--- src/rtl/retire_trace_monitor.sv ---
// retire_trace_monitor: classifies CPU retirements, numbers them, queues records in a FWFT FIFO, tracks cycle/inst counters, halt and watchdog timeout
module retire_trace_monitor #(
  parameter int XLEN        = 16,
  parameter int REG_W       = 4,
  parameter int DEPTH       = 8,
  parameter int CNT_W       = 32,
  parameter int CYCLE_LIMIT = 100000
) (
  input  logic                       clk,
  input  logic                       rst,
  input  logic                       enable,
  input  logic                       ret_valid,
  input  logic [XLEN-1:0]            ret_pc,
  input  logic [XLEN-1:0]            ret_inst,
  input  logic                       ret_reg_we,
  input  logic [REG_W-1:0]           ret_reg,
  input  logic [XLEN-1:0]            ret_reg_data,
  input  logic                       ret_mem_rd,
  input  logic                       ret_mem_we,
  input  logic [XLEN-1:0]            ret_mem_addr,
  input  logic [XLEN-1:0]            ret_mem_data,
  input  logic                       ret_halt,
  output logic                       rec_valid,
  input  logic                       rec_ready,
  output logic [2:0]                 rec_kind,
  output logic [CNT_W-1:0]           rec_inum,
  output logic [XLEN-1:0]            rec_pc,
  output logic [REG_W-1:0]           rec_reg,
  output logic [XLEN-1:0]            rec_addr,
  output logic [XLEN-1:0]            rec_value,
  output logic [CNT_W-1:0]           inst_count,
  output logic [CNT_W-1:0]           cycle_count,
  output logic                       halted,
  output logic                       timeout,
  output logic                       overflow,
  output logic [CNT_W-1:0]           drop_count,
  output logic [$clog2(DEPTH):0]     fifo_level
);
  localparam int AW    = $clog2(DEPTH);
  localparam int REC_W = 3 + CNT_W + 3 * XLEN + REG_W;
  localparam logic [2:0] K_REG = 3'd0, K_LOAD = 3'd1, K_STORE = 3'd2, K_NOP = 3'd3, K_HALT = 3'd4, K_TIMEOUT = 3'd5;
  logic [REC_W-1:0] mem_q [DEPTH];
  logic [AW-1:0]    wp_q, wp_d, rp_q, rp_d;
  logic [AW:0]      lvl_q, lvl_d;
  logic [CNT_W-1:0] inst_q, inst_d, cyc_q, cyc_d, drop_q, drop_d;
  logic             halted_q, halted_d, timeout_q, timeout_d, pend_q, pend_d, ovf_q, ovf_d;
  logic             acc, pop, space, push, is_rl, is_mem, cyc_step, fire;
  logic [2:0]       kind;
  logic [REC_W-1:0] wdata, head;
  logic             unused_inst;
  assign unused_inst = ^ret_inst;
  always_comb begin
    acc       = enable & ret_valid & ~halted_q & ~timeout_q;
    kind      = ret_reg_we ? (ret_mem_rd ? K_LOAD : K_REG) : ret_halt ? K_HALT : ret_mem_we ? K_STORE : K_NOP;
    is_rl     = ret_reg_we;
    is_mem    = ret_reg_we ? ret_mem_rd : (~ret_halt & ret_mem_we);
    rec_valid = lvl_q != '0;
    pop       = rec_valid & rec_ready;
    space     = (lvl_q != (AW+1)'(DEPTH)) | pop;
    // a retirement always owns the push slot; the timeout record waits for a free one
    push      = acc ? space : (pend_q & space);
    wdata     = acc ? {kind, inst_q, ret_pc, is_rl ? ret_reg : {REG_W{1'b0}},
                       is_mem ? ret_mem_addr : {XLEN{1'b0}},
                       is_rl ? ret_reg_data : (kind == K_STORE) ? ret_mem_data : {XLEN{1'b0}}}
                    : {K_TIMEOUT, inst_q, {(3*XLEN+REG_W){1'b0}}};
    wp_d      = wp_q + AW'(push);
    rp_d      = rp_q + AW'(pop);
    lvl_d     = lvl_q + (AW+1)'(push) - (AW+1)'(pop);
    inst_d    = inst_q + CNT_W'(acc & (inst_q != '1));
    drop_d    = drop_q + CNT_W'(acc & ~space & (drop_q != '1));
    ovf_d     = ovf_q | (acc & ~space);
    halted_d  = halted_q | (acc & (kind == K_HALT));
    cyc_step  = enable & ~halted_q & ~timeout_q & (cyc_q != '1);
    cyc_d     = cyc_q + CNT_W'(cyc_step);
    fire      = cyc_step & (cyc_d == CNT_W'(CYCLE_LIMIT));
    timeout_d = timeout_q | fire;
    pend_d    = fire | (pend_q & ~(~acc & space));
    head      = mem_q[rp_q];
  end
  always_ff @(posedge clk) begin
    if (rst) begin
      wp_q      <= '0;
      rp_q      <= '0;
      lvl_q     <= '0;
      inst_q    <= '0;
      cyc_q     <= '0;
      drop_q    <= '0;
      halted_q  <= 1'b0;
      timeout_q <= 1'b0;
      pend_q    <= 1'b0;
      ovf_q     <= 1'b0;
    end else begin
      wp_q      <= wp_d;
      rp_q      <= rp_d;
      lvl_q     <= lvl_d;
      inst_q    <= inst_d;
      cyc_q     <= cyc_d;
      drop_q    <= drop_d;
      halted_q  <= halted_d;
      timeout_q <= timeout_d;
      pend_q    <= pend_d;
      ovf_q     <= ovf_d;
    end
  end
  always_ff @(posedge clk) begin
    if (push) mem_q[wp_q] <= wdata;
  end
  assign {rec_kind, rec_inum, rec_pc, rec_reg, rec_addr, rec_value} = rec_valid ? head : '0;
  assign inst_count  = inst_q;
  assign cycle_count = cyc_q;
  assign drop_count  = drop_q;
  assign halted      = halted_q;
  assign timeout     = timeout_q;
  assign overflow    = ovf_q;
  assign fifo_level  = lvl_q;
endmodule
--- config.mk ---
export PLATFORM = sky130hd
export DESIGN_NAME = retire_trace_monitor
export DESIGN_NICKNAME = d
export VERILOG_FILES = /design/src/rtl/retire_trace_monitor.sv
export SDC_FILE = /design/constraint.sdc
export NUM_CORES = 1
export LEC_CHECK = 0
export ABC_AREA = 0
export CAP_MARGIN = 20
export CELL_PAD_IN_SITES_DETAIL_PLACEMENT = 0
export CELL_PAD_IN_SITES_GLOBAL_PLACEMENT = 1
export CORE_ASPECT_RATIO = 1.75
export CORE_MARGIN = 5
export CORE_UTILIZATION = 30
export CTS_BUF_LIST = sky130_fd_sc_hd__clkbuf_8
export DETAILED_ROUTE_END_ITERATION = 10
export GPL_ROUTABILITY_DRIVEN = 0
export PLACE_DENSITY_LB_ADDON = 0.12
export SYNTH_ARGS = -nofsm -noshare
export SYNTH_HDL_FRONTEND = slang
export SYNTH_SLANG_ARGS = --single-unit
--- constraint.sdc ---
create_clock -name clk -period 15.6 [get_ports clk]
set_input_delay 1.56 -clock clk [delete_from_list [all_inputs] [get_ports clk]]
set_output_delay 1.56 -clock clk [all_outputs]
set_load 0.01 [all_outputs]
==> flow_summary.yaml, run 1 <==
outcome:
  status: "complete, no violations"
power_and_ir_drop:
  p_seq_frac: 0.444
  finalPower_mw: 5.463
  swShare: 0.2796
  power.leakage_nw: 12.68
  powerDensity_nw_per_um2: 140.4
  clkPwrFrac: 0.327
  power_frac_comb: 0.229
  power_switching_mw: 1.527
  peakVddDrop_mv: 0.09895
  p_int_mw: 3.936
clocking:
  clock_insertion_delay_worst_skew_ns: 0.80
  cts_buffers: 132
  cts_tree: "built"
  clk_pin_slew_ns: 0.06
  cts_hold_buf: 0
  cts_setup_buffers: 0
  cts_resized: 0
  clock-sinks: 806
  clock_path_buffers: 3
  cts-root-buf: "clkbuf_8"
  h-tree-depth: 4
synthesis:
  synth_ff_type: "edfxtp_1"
  synth.avg_cell_area_um2: 17.73
  netlist_area_um2: 32190
  synthCells: 1816
  synth_top_area_share: 0.6492
  synth_nets: 1926
  yosysTopAreaCell: "edfxtp_1"
  async_flop_share: 0
  yosysWarningCount: 0
  ys_ff_latch: 806
  yosysSeqAreaShare: 0.7176
  synth_cell_types: 54
  synth_edf_count: 696
  synthTopCellsByArea: "edfxtp_1, mux4_2, dfxtp_1"
global_routing:
  grt_pass1_wl_um: 129900
  grt_pass1_vias: 19240
  grt_max_degree: 81
  grt_usage: 0.1535
  antenna_found_initial: 6
  grt-ovfl-total: 0
timing:
  tns_ns: 0
  drv_slew: 0
  period_share: 0.3941
  timing.fmax_mhz: 162.7
  tightest_slew_ns: 1.139
  setup_viol: 0
  hold_violations: 0
  rsz0062_at_grt: "false"
  clock_skew_ns: 0.02751
  max_slew_margin: 0.2335
  post-route-min-period_ns: 6.148
final_layout:
  multi_input_area_um2: 8508
  areaGrowthSynthToFinish_pct: 20.88
  fin_util: 0.3636
  fillCellCount: 10180
  drive_gt1_frac: 0.1800
  nets: 2252
  layout.cells.non_filler: 3616
  register_area_um2: 23110
  fin_area_um2: 38920
die:
  die_y_um: 443.4
  die_area_um2: 114200
  core_um2: 107000
  start_util: 0.3008
  die_w_um: 257.6
  std_cell_rows: 159
  ios: 284
hold_path:
  hold_class: "register to register"
routing:
  drc: 0
  wl_per_cell_um: 24.39
  antenna_left: 0
  wirelength_um: 88200
  via_count: 17570
  vias_per_cell: 4.860
  first_pass_iters: 5
  drtIter0Drc: 894
critical_path:
  critPathKind: "register to output pin"
  crit_path_end_kind: "output pin"
  required_ns: 14.04
  crit_fanout: 39
  worstPathArrival_ns: 4.59
  cp-start-kind: "register"
place:
  dp.cells: 3375
  dp_hpwl_um: 50870
  io_buffers: 267
  placed_area_um2: 36380
run:
  drv_cap: 0
[final cells by class]
class                           instances  area share
Clock buffer                          143     0.05057
Antenna cell                            4   0.0002572
Tap cell                             1368     0.04398
Inverter                               14    0.001350
Multi-Input combinational cell        877      0.2186
Timing Repair Buffer                  311     0.07755
Clock inverter                         93     0.01373
Sequential cell                       806      0.5939
[placed cells by master, fill, tap and decap left out, types with 4 or more instances in the layout]
cell type,n
edfxtp_1,696
xnor2_1,22
o21ai_0,16
diode_2,4
or3_1,14
nor4_1,11
mux4_2,174
nor3_1,7
nand3_1,35
dfxtp_1,107
buf_4,43
nand2_1,47
clkinv_1,32
clkdlybuf4s50_1,266
bufinv_16,6
xor2_1,62
nor2b_1,15
and4_1,7
clkinv_2,9
and3_1,31
a21oi_1,16
clkbuf_8,143
ha_1,16
nor2_1,193
mux2i_1,88
a22o_1,16
nand4_1,34
inv_1,56
and2_1,22
[cell families after synthesis]
group	Yosys count	share of synthesized area
flip-flops	806	0.7176
AND/OR/NAND/NOR	446	0.06906
multiplexers	263	0.1494
buffers and inverters	133	0.02009
XOR/XNOR	84	0.02285
AO/OA/AOI/OAI	67	0.01411
adder cells (fa/ha/maj)	17	0.006840
[per-layer routing]
metal | routed length [um] | global-route usage | part of all wire
met1 | 35800 | 0.1827 | 0.41
met2 | 44390 | 0.2657 | 0.50
met3 | 5511 | 0.04745 | 0.062
met4 | 2477 | 0.05038 | 0.028
met5 | 13 | 0 | 0.00015
[power groups by stage]
stage	sequential (mW)	combinational (mW)	clock, mW
detailed placement	2.48	1.29	0
global route	2.44	1.36	1.96
finish	2.43	1.25	1.79
floorplan	2.44	0.723	0
global placement	2.47	1.29	0
CTS	2.43	1.29	1.87
[stage by stage]
stage | worst slack [ns] | hold slack, ns
6_report | 9.452 | 0.4907
2_1_floorplan | 3.305 | 0.5047
4_1_cts | 8.589 | 0.4937
3_3_place_gp | 9.252 | 0.4543
5_1_grt | 8.904 | 0.5476
3_5_place_dp | 9.245 | 0.4762
[registers in the layout, summed over array words and instances (netlist names)]
name	cells
mem_q	696
overflow	1
rp_q	3
drop_count	32
inst_count	32
fifo_level	4
halted	1
cycle_count	32
wp_q	3
timeout	1
pend_q	1
[cells in the mapped netlist (15+ instances only)]
master / n
clkbuf_1: 55
nor2_1: 196
buf_2: 22
nand4_1: 34
dfxtp_1: 110
ha_1: 16
buf_4: 32
nand2_1: 47
mux2i_1: 88
nor2b_1: 15
and3_1: 31
xor2_1: 62
mux4_2: 174
a21oi_1: 17
nand3_1: 35
and2_1: 23
xnor2_1: 22
edfxtp_1: 696
a22o_1: 16
o21ai_0: 16
[critical path: stages (launching register included)]
cell and delay, ns:
dfxtp_4 0.86, buf_4 0.35, buf_16 0.33, buf_4 0.67, mux4_2 0.36, mux2i_1 0.09, nor2_1 0.45, clkdlybuf4s50_1 0.66
[worst paths after layout]
check	from	endpoint	slack (ns)	depth (start not counted)
setup / recovery	rp_q[0]$_SDFF_PP0_	rec_kind[0]	9.45	7
hold / removal	overflow$_SDFF_PP0_	overflow$_SDFF_PP0_	0.49	2
setup reg to reg	halted$_SDFF_PP0_	mem_q[7][47]$_DFFE_PP_	11.00	10
hold reg to reg	overflow$_SDFF_PP0_	overflow$_SDFF_PP0_	0.49	2
Note: power is estimated with default switching activity, not from simulation.
==> run 2: changes to the inputs <==
==> constraint.sdc (replaced) <==
create_clock -name clk -period 5.2 [get_ports clk]
set_input_delay 0.52 -clock clk [delete_from_list [all_inputs] [get_ports clk]]
set_output_delay 0.52 -clock clk [all_outputs]
set_load 0.01 [all_outputs]
==> run 2 against run 1 <==
  * Non-clock buffer count increased by 6
  * First-iteration DRC count shrank 6.7%
  * Register-to-register slack worse by 9.9 ns
  * Routed wire length shrank 2.7%
  * Total power rose to 2.9 times the previous value
  * Worst hold slack worse by 0.30 ns
  * Flip-flop and latch count unchanged
  * Sequential power rose to 3.0 times the previous value
  * Highest routed layer is now met4
==> flow_summary.yaml, run 2 (synthesized netlist as in run 1, its figures left out) <==
outcome:
  status: "complete, no violations"
global_routing:
  grt_pass1_vias: 19140
  grt_usage: 0.1478
  grt_max_degree: 88
  grt-ovfl-total: 0
  antenna_found_initial: 1
  grt_pass1_wl_um: 126700
clocking:
  clock_path_buffers: 3
  cts_tree: "built"
  cts_setup_buffers: 0
  clk_pin_slew_ns: 0.07
  cts_resized: 0
  cts-root-buf: "clkbuf_8"
  h-tree-depth: 3
  clock-sinks: 806
  cts_buffers: 119
  clock_insertion_delay_worst_skew_ns: 0.79
  cts_hold_buf: 0
timing:
  setup_viol: 0
  rsz0062_at_grt: "false"
  timing.fmax_mhz: 242.9
  post-route-min-period_ns: 4.118
  clock_skew_ns: 0.04671
  setup_ws_ns: 1.082
  max_slew_margin: 0.2981
  tightest_slew_ns: 1.053
  hold_violations: 0
  drv_slew: 0
  tns_ns: 0
  period_share: 0.7919
final_layout:
  layout.cells.non_filler: 3607
  fin_area_um2: 39030
  drive_gt1_frac: 0.1769
  areaGrowthSynthToFinish_pct: 21.23
  final_cell_mix: "edfxtp_1, clkdlybuf4s50_1, nor2_1, mux4_2, clkbuf_8"
  nets: 2245
  regMostFlops: "mem_q"
  largest_reg_flops: 696
  layout_commonest_cell: "edfxtp_1"
critical_path:
  worstPathArrival_ns: 3.60
  cp-start-kind: "register"
  startpoint: "rp_q[0]$_SDFF_PP0_"
  crit_path_end_kind: "output pin"
  reg2reg_slack_ns: 1.14
  required_ns: 4.68
  rr_endpoint: "timeout$_SDFF_PP0_"
  rr_startpoint: "cycle_count[8]$_SDFF_PP0_"
  ff2ff_path_depth: 12
  critPathKind: "register to output pin"
  crit_fanout: 66
hold_path:
  hold_depth: 2
  hold_class: "input pin to register"
  min_from: "rst"
  hold_end: "cycle_count[2]$_SDFF_PP0_"
power_and_ir_drop:
  power_frac_comb: 0.235
  powerDensity_nw_per_um2: 409.4
  p_int_mw: 11.51
  swShare: 0.2797
  peakVddDrop_mv: 0.2446
  finalPower_mw: 15.98
  power_switching_mw: 4.468
  p_seq_frac: 0.454
  power.leakage_nw: 12.67
  clkPwrFrac: 0.311
place:
  dp.cells: 3382
  pre_cts_ws_ns: 0.7574
  placed_area_um2: 36730
  dp_hpwl_um: 48680
  io_buffers: 267
routing:
  wl_per_cell_um: 23.78
  vias_per_cell: 4.823
  via_count: 17400
  antenna_left: 0
  drtIter0Drc: 834
  wl_met2_um: 43830
  wl_met1_um: 34810
  drc: 0
  first_pass_iters: 4
  highest_layer: "met4"
  wirelength_um: 85780
  met3_length_um: 5245
run:
  drv_cap: 0
die:
  die_w_um: 257.6
  core_um2: 107000
  die_y_um: 443.4
  die_area_um2: 114200
  start_util: 0.3008
  std_cell_rows: 159
  ios: 284
[run 2: power by group through the flow]
stage          clock network, mW  registers [mW]  logic, mW
5_1_grt                     5.47            7.28       4.09
3_3_place_gp                   0            7.40       3.88
2_1_floorplan                  0            7.29       2.17
3_5_place_dp                   0            7.40       3.90
4_1_cts                     5.21            7.27       3.91
6_report                    4.97            7.26       3.75
[run 2: area by class of cell]
class                           instances  area (um2)
Clock buffer                          131        1803
Antenna cell                            1       2.502
Fill cell                           10150       68000
Sequential cell                       806       23110
Inverter                               14       52.55
Tap cell                             1368        1712
Timing Repair Buffer                  317        3291
Multi-Input combinational cell        877        8559
Clock inverter                         93       494.2
[run 2: per-stage QoR]
stage | utilization | hold slack, ns
floorplan | - | 0.5047
global placement | 0.3430 | 0.4511
detailed placement | 0.3432 | 0.4614
CTS | 0.3646 | 0.08527
global route | 0.3646 | 0.1574
finish | 0.3646 | 0.1897
[run 2: worst max-delay path by stage]
stage / end / slack [ns]
finish: rec_reg[1] / 1.08
global placement: inst_count[28]$_SDFF_PP0_ / 0.82
CTS: rec_reg[1] / 0.82
detailed placement: inst_count[28]$_SDFF_PP0_ / 0.76
global route: rec_reg[1] / 0.74
floorplan: mem_q[3][0]$_DFFE_PP_ / -0.35
[run 2: critical path, stage by stage, from the launching register on]
cell and delay [ns]:
dfxtp_4 0.72, buf_12 0.50, mux4_2 0.58, mux2i_1 0.32, nor2_1 0.08, clkdlybuf4s50_1 0.53
[run 2: per-layer routing]
layer / GRT usage / up-vias
met1: 0.1788 / 9062
li1: - / 7753
met4: 0.04266 / 0
met2: 0.2578 / 457
met5: 0 / -
met3: 0.04204 / 124
